==> config.mk <==
export PLATFORM = sky130hd
export DESIGN_NAME = hwpe_cmd_seq
export DESIGN_NICKNAME = d
export VERILOG_FILES = /design/src/rtl/hwpe_cmd_pkg.sv /design/src/rtl/hwpe_tile_cnt.sv /design/src/rtl/hwpe_cmd_seq.sv
export SDC_FILE = /design/constraint.sdc
export NUM_CORES = 1
export LEC_CHECK = 0
export ABC_AREA = 1
export CORE_AREA = 2 2 209 211
export CTS_CLUSTER_SIZE = 16
export DETAILED_ROUTE_END_ITERATION = 16
export DIE_AREA = 0 0 211 213
export PLACE_DENSITY_LB_ADDON = 0.3
export SETUP_SLACK_MARGIN = 0.02
export SYNTH_ARGS = -nofsm -noshare
export SYNTH_HDL_FRONTEND = slang
export SYNTH_HIERARCHICAL = 1
export SYNTH_SLANG_ARGS = --single-unit
==> constraint.sdc <==
create_clock -name clk -period 7.2 [get_ports clk]
set_input_delay 1.08 -clock clk [delete_from_list [all_inputs] [get_ports clk]]
set_output_delay 1.08 -clock clk [all_outputs]
set_load 0.02 [all_outputs]
==> src/rtl/hwpe_cmd_pkg.sv <==
// hwpe_cmd_pkg: shared constants, state encoding and the
// instruction-word builder for the HWPE command sequencer.
package hwpe_cmd_pkg;

   localparam logic [6:0]  OPCODE           = 7'b0001011;
   localparam logic [31:0] FMEM_ADDR2_START = 32'd16384;
   localparam int          NUM_ROWS         = 8;
   localparam int          NUM_PE           = 16;

   localparam logic [6:0] F7_RESET  = 7'd64;
   localparam logic [6:0] F7_WCFG   = 7'd2;
   localparam logic [6:0] F7_WFAD   = 7'd1;
   localparam logic [6:0] F7_WACC   = 7'd8;
   localparam logic [6:0] F7_MATRIX = 7'd4;
   localparam logic [6:0] F7_RACC   = 7'd16;
   localparam logic [6:0] F7_RELU   = 7'd32;

   // {xd, xs1, xs2}
   localparam logic [2:0] XS_NONE = 3'b000;
   localparam logic [2:0] XS_RS12 = 3'b011;
   localparam logic [2:0] XS_RS1  = 3'b010;
   localparam logic [2:0] XS_RD   = 3'b100;

   typedef enum logic [2:0] {
      S_IDLE,
      S_PREP,
      S_RST,
      S_WCFG,
      S_WFAD,
      S_WACC,
      S_MATRIX,
      S_DRAIN
   } state_t;

   function automatic logic [31:0] build_instr(
      input logic [6:0] funct7,
      input logic [4:0] rs2f,
      input logic [4:0] rs1f,
      input logic [2:0] xs,
      input logic [4:0] rd
   );
      return {funct7, rs2f, rs1f, xs, rd, OPCODE};
   endfunction

endpackage

==> src/rtl/hwpe_tile_cnt.sv <==
// hwpe_tile_cnt: k/w/h tile loop with row/pe inner counters.
// Ports: clr/adv control, counts in; row, pe, tile_last, all_last out.
module hwpe_tile_cnt
   import hwpe_cmd_pkg::*;
(
   input  logic        clk,
   input  logic        rst,
   input  logic        clr,
   input  logic        adv,
   input  logic        relu_mode,
   input  logic [9:0]  k_count,
   input  logic [15:0] w_count,
   input  logic [15:0] h_count,
   output logic [2:0]  row,
   output logic [3:0]  pe,
   output logic        tile_last,
   output logic        all_last
);

   logic [9:0]  k_q;
   logic [15:0] w_q;
   logic [15:0] h_q;
   logic        k_end;
   logic        w_end;
   logic        h_end;

   assign k_end = (k_q == k_count - 10'd1);
   assign w_end = (w_q == w_count - 16'd1);
   assign h_end = (h_q == h_count - 16'd1);

   // relu drain walks rows only; racc walks every pe of every row
   assign tile_last = (row == 3'(NUM_ROWS - 1)) &&
                      (relu_mode || pe == 4'(NUM_PE - 1));
   assign all_last  = tile_last && k_end && w_end && h_end;

   always_ff @(posedge clk) begin
      if (rst || clr) begin
         k_q <= '0;
         w_q <= '0;
         h_q <= '0;
         row <= '0;
         pe  <= '0;
      end else if (adv) begin
         if (!tile_last) begin
            if (relu_mode) row <= row + 3'd1;
            else {row, pe} <= {row, pe} + 7'd1;
         end else begin
            row <= '0;
            pe  <= '0;
            if (!h_end) begin
               h_q <= h_q + 16'd1;
            end else begin
               h_q <= '0;
               if (!w_end) begin
                  w_q <= w_q + 16'd1;
               end else begin
                  w_q <= '0;
                  k_q <= k_q + 10'd1;
               end
            end
         end
      end
   end

endmodule

==> src/rtl/hwpe_cmd_seq.sv <==
// hwpe_cmd_seq: emits the full conv-layer command stream to the HWPE.
// Ports: start + cfg_* in; cmd_valid/ready, cmd_instr/rs1/rs2; busy, done.
module hwpe_cmd_seq
   import hwpe_cmd_pkg::*;
(
   input  logic        clk,
   input  logic        rst,
   input  logic        start,
   input  logic [3:0]  cfg_kernel_size,
   input  logic [1:0]  cfg_data_type,
   input  logic        cfg_layer_type,
   input  logic        cfg_kernel_333,
   input  logic [15:0] cfg_h_count,
   input  logic [15:0] cfg_w_count,
   input  logic [9:0]  cfg_k_count,
   input  logic [15:0] cfg_h_stride,
   input  logic [15:0] cfg_w_stride,
   input  logic [15:0] cfg_ch_count,
   input  logic [15:0] cfg_w_offset,
   input  logic [4:0]  cfg_acc_shift,
   input  logic        cfg_relu_mode,
   input  logic [31:0] cfg_relu_addr,
   output logic        cmd_valid,
   input  logic        cmd_ready,
   output logic [31:0] cmd_instr,
   output logic [31:0] cmd_rs1,
   output logic [31:0] cmd_rs2,
   output logic        busy,
   output logic        done
);

   state_t      state;
   state_t      state_nx;

   logic [3:0]  ks_q;
   logic [1:0]  dt_q;
   logic        lt_q;
   logic        k333_q;
   logic [15:0] hc_q;
   logic [15:0] wc_q;
   logic [9:0]  kc_q;
   logic [15:0] hstr_q;
   logic [15:0] wstr_q;
   logic [15:0] ch_q;
   logic [15:0] woff_q;
   logic [4:0]  sh_q;
   logic        relu_q;
   logic [31:0] raddr_q;
   logic [31:0] hs_q;
   logic [6:0]  sub_q;
   logic        done_q;
   logic        done_nx;

   logic        fire;
   logic        zero_cnt;
   logic [31:0] wf_off;
   logic        wf_zero;
   logic [2:0]  t_row;
   logic [3:0]  t_pe;
   logic        t_last;
   logic        t_all;
   logic [4:0]  row_f;

   assign cmd_valid = (state != S_IDLE) && (state != S_PREP);
   assign fire      = cmd_valid && cmd_ready;
   assign busy      = (state != S_IDLE);
   assign done      = done_q;
   assign zero_cnt  = (kc_q == '0) || (wc_q == '0) || (hc_q == '0);

   // WFAD pair i uses i*hs; upper two pairs vanish in 3x3x3 mode
   always_comb begin
      unique case (sub_q[1:0])
         2'd0:    wf_off = '0;
         2'd1:    wf_off = hs_q;
         2'd2:    wf_off = hs_q << 1;
         default: wf_off = (hs_q << 1) + hs_q;
      endcase
   end
   assign wf_zero = k333_q && sub_q[1];

   // tile-end marker on every tile but the last
   assign row_f = {t_last && !t_all, 1'b0, t_row};

   hwpe_tile_cnt u_tile (
      .clk       (clk),
      .rst       (rst),
      .clr       (state != S_DRAIN),
      .adv       (fire && state == S_DRAIN),
      .relu_mode (relu_q),
      .k_count   (kc_q),
      .w_count   (wc_q),
      .h_count   (hc_q),
      .row       (t_row),
      .pe        (t_pe),
      .tile_last (t_last),
      .all_last  (t_all)
   );

   always_ff @(posedge clk) begin
      if (rst) state <= S_IDLE;
      else     state <= state_nx;
   end

   always_ff @(posedge clk) begin
      if (rst) begin
         ks_q    <= '0;
         dt_q    <= '0;
         lt_q    <= 1'b0;
         k333_q  <= 1'b0;
         hc_q    <= '0;
         wc_q    <= '0;
         kc_q    <= '0;
         hstr_q  <= '0;
         wstr_q  <= '0;
         ch_q    <= '0;
         woff_q  <= '0;
         sh_q    <= '0;
         relu_q  <= 1'b0;
         raddr_q <= '0;
         hs_q    <= '0;
         sub_q   <= '0;
         done_q  <= 1'b0;
      end else begin
         done_q <= done_nx;
         if (state == S_IDLE && start) begin
            ks_q    <= cfg_kernel_size;
            dt_q    <= cfg_data_type;
            lt_q    <= cfg_layer_type;
            k333_q  <= cfg_kernel_333;
            hc_q    <= cfg_h_count;
            wc_q    <= cfg_w_count;
            kc_q    <= cfg_k_count;
            hstr_q  <= cfg_h_stride;
            wstr_q  <= cfg_w_stride;
            ch_q    <= cfg_ch_count;
            woff_q  <= cfg_w_offset;
            sh_q    <= cfg_acc_shift;
            relu_q  <= cfg_relu_mode;
            raddr_q <= cfg_relu_addr;
         end
         if (state == S_PREP) begin
            hs_q  <= 32'(hc_q) * 32'(hstr_q);
            sub_q <= '0;
         end else if (fire && state == S_WFAD) begin
            sub_q <= (sub_q[1:0] == 2'd3) ? '0 : sub_q + 7'd1;
         end else if (fire && state == S_WACC) begin
            sub_q <= sub_q + 7'd1;
         end
      end
   end

   always_comb begin
      state_nx  = state;
      done_nx   = 1'b0;
      cmd_instr = '0;
      cmd_rs1   = '0;
      cmd_rs2   = '0;
      unique case (state)
         S_IDLE: begin
            if (start) state_nx = S_PREP;
         end
         S_PREP: begin
            state_nx = S_RST;
         end
         S_RST: begin
            cmd_instr = build_instr(F7_RESET, 5'd0, 5'd0, XS_NONE, 5'd0);
            if (fire) state_nx = S_WCFG;
         end
         S_WCFG: begin
            cmd_instr = build_instr(F7_WCFG, 5'd0, 5'd0, XS_RS12, 5'd0);
            cmd_rs1   = {woff_q, ch_q};
            cmd_rs2   = {9'b0, kc_q, sh_q, k333_q, lt_q, dt_q, ks_q};
            if (fire) state_nx = S_WFAD;
         end
         S_WFAD: begin
            cmd_instr = build_instr(F7_WFAD, 5'd0, 5'd0, XS_RS12,
                                    {2'b0, sub_q[1:0], 1'b0});
            cmd_rs1   = wf_zero ? '0 : wf_off;
            cmd_rs2   = wf_zero ? '0 : FMEM_ADDR2_START + wf_off;
            if (fire && sub_q[1:0] == 2'd3) state_nx = S_WACC;
         end
         S_WACC: begin
            cmd_instr = build_instr(F7_WACC, {1'b0, sub_q[3:0]}, 5'd0,
                                    XS_RS1, {2'b0, sub_q[6:4]});
            if (fire && sub_q == 7'd127) state_nx = S_MATRIX;
         end
         S_MATRIX: begin
            cmd_instr = build_instr(F7_MATRIX, 5'd0, 5'd0, XS_RS12, 5'd0);
            cmd_rs1   = {wc_q, hc_q};
            cmd_rs2   = {wstr_q, hstr_q};
            if (fire) begin
               state_nx = zero_cnt ? S_IDLE : S_DRAIN;
               done_nx  = zero_cnt;
            end
         end
         S_DRAIN: begin
            if (relu_q) begin
               cmd_instr = build_instr(F7_RELU, row_f, 5'd0, XS_RS1, 5'd0);
               cmd_rs1   = raddr_q;
            end else begin
               cmd_instr = build_instr(F7_RACC, {1'b0, t_pe}, row_f,
                                       XS_RD, 5'd0);
            end
            if (fire && t_all) begin
               state_nx = S_IDLE;
               done_nx  = 1'b1;
            end
         end
         default: state_nx = S_IDLE;
      endcase
   end

endmodule

==> results.cfg <==
[power_and_ir_drop]
p_leak_nw = 14.4
vdd_drop_max_mv = 0.627
p_per_area_nw_per_um2 = 312

[timing]
rsz0062_at_grt = false
setup_viol_count_final = 0
slew_headroom = 0.204
timing.fmax_mhz = 154
final.period_utilization = 0.900
tightest_slew_ps = 1180
fin_setup_tns_ps = 0
slew_viol_final = 0
period_minus_slack_ps = 6480
skew_ps = 22.0
hold_viol_final = 0

[yosys]
async_flop_share = 0
synth_seq_cells = 244
synth_edf_count = 0
syn_area_sq_um = 25300
yosysWarnings = 6
yosysUniqueCellTypes = 62
synthCells = 3745
synth_top_area_cell = dfxtp_1
syn_area_per_cell_sq_um = 6.77
ys.flop_type = dfxtp_1
ys_seq_area_frac = 0.193
synth_top_area_frac = 0.193
synthTopCellsByArea = dfxtp_1, fa_1, inv_1

[floorplan]
rows = 76
die_w_um = 211
start_util = 0.594
coreArea_sq_um = 42700
die_area_sq_um = 44900
pin_count = 255
dieHeight_um = 213

[critical_path]
worst-setup-path-type = flip-flop to flip-flop
worst-path-max-fanout = 17
critPathCaptureType = flip-flop
startpoint_type = flip-flop
critPathArrivalTime_ps = 6950
crit_required_ps = 7670

[cts]
clk_pin_slew_worst_paths_ps = 60
numCtsBuffers = 29
clock_latency_ps = 580
ctsRootBufferMaster = clkbuf_16
htreeDepth = 1
clock_sinks = 244
cts_setup_buffers = 0
clock_path_buffers = 3
hold_buffers = 0
ctsResizeCount = 0
cts_tree = yes

[final_layout]
area_delta_synth_final_pct = 14.4
instances_no_fill = 4449
fin_nets = 4381
drive_above_1_share = 0.0530

[route]
drc = 0
wl_um = 84000
ant_nets = 0
drtIter0Drc = 2803
vias = 25000
wl_per_cell_um = 18.9
first_pass_iters = 6
via_per_inst = 5.62

[global_route]
antenna_found_initial = 1
use_met2 = 0.566
track_usage = 0.374
grt_overflow = 0
grt_max_degree = 206
grtUsageMet1 = 0.516
grt.busiest_layer = met2
grt_pass1_vias = 23700
use_met3 = 0.0878
grt_pass1_wl_um = 130000

[outcome]
status = complete, no violations

[min_path]
worst_hold_path_type = flip-flop to flip-flop

[place]
dp_hpwl_um = 66600
placed_cells = 4397
gp_congestion = 1.06
port_buffers = 247

[job]
maxCapViolCount = 0
-- cell type report --
class	count	area (sq um)
clock buffers	41	851
well taps	546	683
clock inverters	10	113
fillers	3770	13700
diodes	1	2.50
inverters	843	3170
repair buffers	275	2700
flip-flops and latches	244	4880
multi-input cells	2489	16600
-- cell usage in the layout, fill, tap and decap left out, drive strengths merged, types with 7 or more instances in the layout --
cell type        n
inv            838
a22oi           25
nand3b          10
nand2          849
xnor2           37
nor3            33
o21ai          251
clkbuf          41
a21oi          262
buf             28
ha             148
dfxtp          244
clkdlybuf4s50  247
nor2           237
fa             195
conb             7
clkinv          11
nand4           38
o211ai          23
nand3          155
o221ai          60
o21bai           9
o22ai           18
nor4            20
a31oi            7
xor2            65
-- cell usage after synthesis (4+ instances only) --
master / n
a22oi_1: 25
a221oi_1: 4
o21ai_1: 5
nand2_2: 31
xor2_1: 65
nand2_4: 4
nand3_1: 135
nor2_4: 8
dfxtp_1: 244
nor2_1: 190
inv_1: 822
nor3_1: 30
buf_1: 19
nor4_1: 20
clkbuf_1: 132
nand4_1: 38
inv_2: 15
nand3b_1: 10
o221ai_1: 60
o22ai_1: 18
nor2_8: 4
ha_1: 148
o21ai_0: 242
a21o_1: 5
fa_1: 195
buf_2: 9
buf_4: 13
nand2_1: 814
nand3_2: 19
a21oi_1: 262
clkinv_1: 6
o211ai_1: 23
a31oi_1: 7
xnor2_1: 37
o21bai_1: 9
nor2_2: 35
-- metal layers --
metal,up-vias,part of all wire
met3,183,0.11
met5,-,0
met2,1242,0.43
met1,11600,0.42
li1,12000,-
met4,0,0.044
-- through the flow --
step                hold WS, ps  power (mW)  setup slack (ps)  area, sq um  utilization
floorplan                   423        5.83              1240        25400            -
global route                459        9.80               447        29000        0.679
CTS                         445        8.94               839        29000        0.679
global placement            432        7.31               930        28000        0.657
finish                      444        9.06               718        29000        0.679
detailed placement          437        7.39               859        28000        0.657
-- path summary, 6_finish.rpt --
kind / end / cells after the start / from / slack [ps]
worst min register to register: wstr_q[12]$_SDFFE_PP0P_ / 2 / wstr_q[12]$_SDFFE_PP0P_ / 440
worst min-delay path: wstr_q[12]$_SDFFE_PP0P_ / 2 / wstr_q[12]$_SDFFE_PP0P_ / 440
worst max-delay path: hs_q[27]$_SDFFE_PP0P_ / 24 / hc_q[11]$_SDFFE_PP0P_ / 720
worst max register to register: hs_q[27]$_SDFFE_PP0P_ / 24 / hc_q[11]$_SDFFE_PP0P_ / 720
-- flip-flops by register name, indices dropped and copies added, names as in the netlist, 3 cells and up --
name,count
hs_q,32
raddr_q,32
ch_q,16
hc_q,16
hstr_q,16
u_tile/h_q,16
u_tile/w_q,16
wc_q,16
woff_q,16
wstr_q,16
kc_q,10
u_tile/k_q,10
sub_q,7
sh_q,5
ks_q,4
u_tile/pe,4
state,3
u_tile/row,3
-- cell families (layout without fill, tap and decap cells) --
logic type,Yosys count,after routing,synth area share
xor+xnor,102,102,0.0352
other cells,1,8,0.000148
flops,244,244,0.193
compound gates,682,682,0.155
fa+ha+maj,343,343,0.227
simple gates,1355,1355,0.237
buf+inv,1018,1169,0.153
-- critical path, cell delays in order (launching register included) --
cell and delay, ps:
dfxtp_1 980, buf_4 300, nand2_1 60, inv_1 100
fa_1 420, inv_1 90, fa_1 380, inv_1 90
fa_1 440, fa_1 470, fa_1 550, inv_1 60
fa_1 560, inv_1 50, ha_1 370, nand2_1 120
nor2_1 170, inv_1 50, o21ai_0 170, a21oi_1 100
o21bai_1 340, a21oi_1 130, xnor2_1 140, o21ai_0 150
inv_1 70
-- power by group --
group | total (mW) | switching [mW] | internal [mW]
sequential | 2.28 | 0.582 | 1.70
combinational | 5.26 | 3.42 | 1.84
clock | 1.52 | 0.628 | 0.888
total | 9.06 | 4.63 | 4.43
Note: power is estimated with default switching activity, not from simulation.
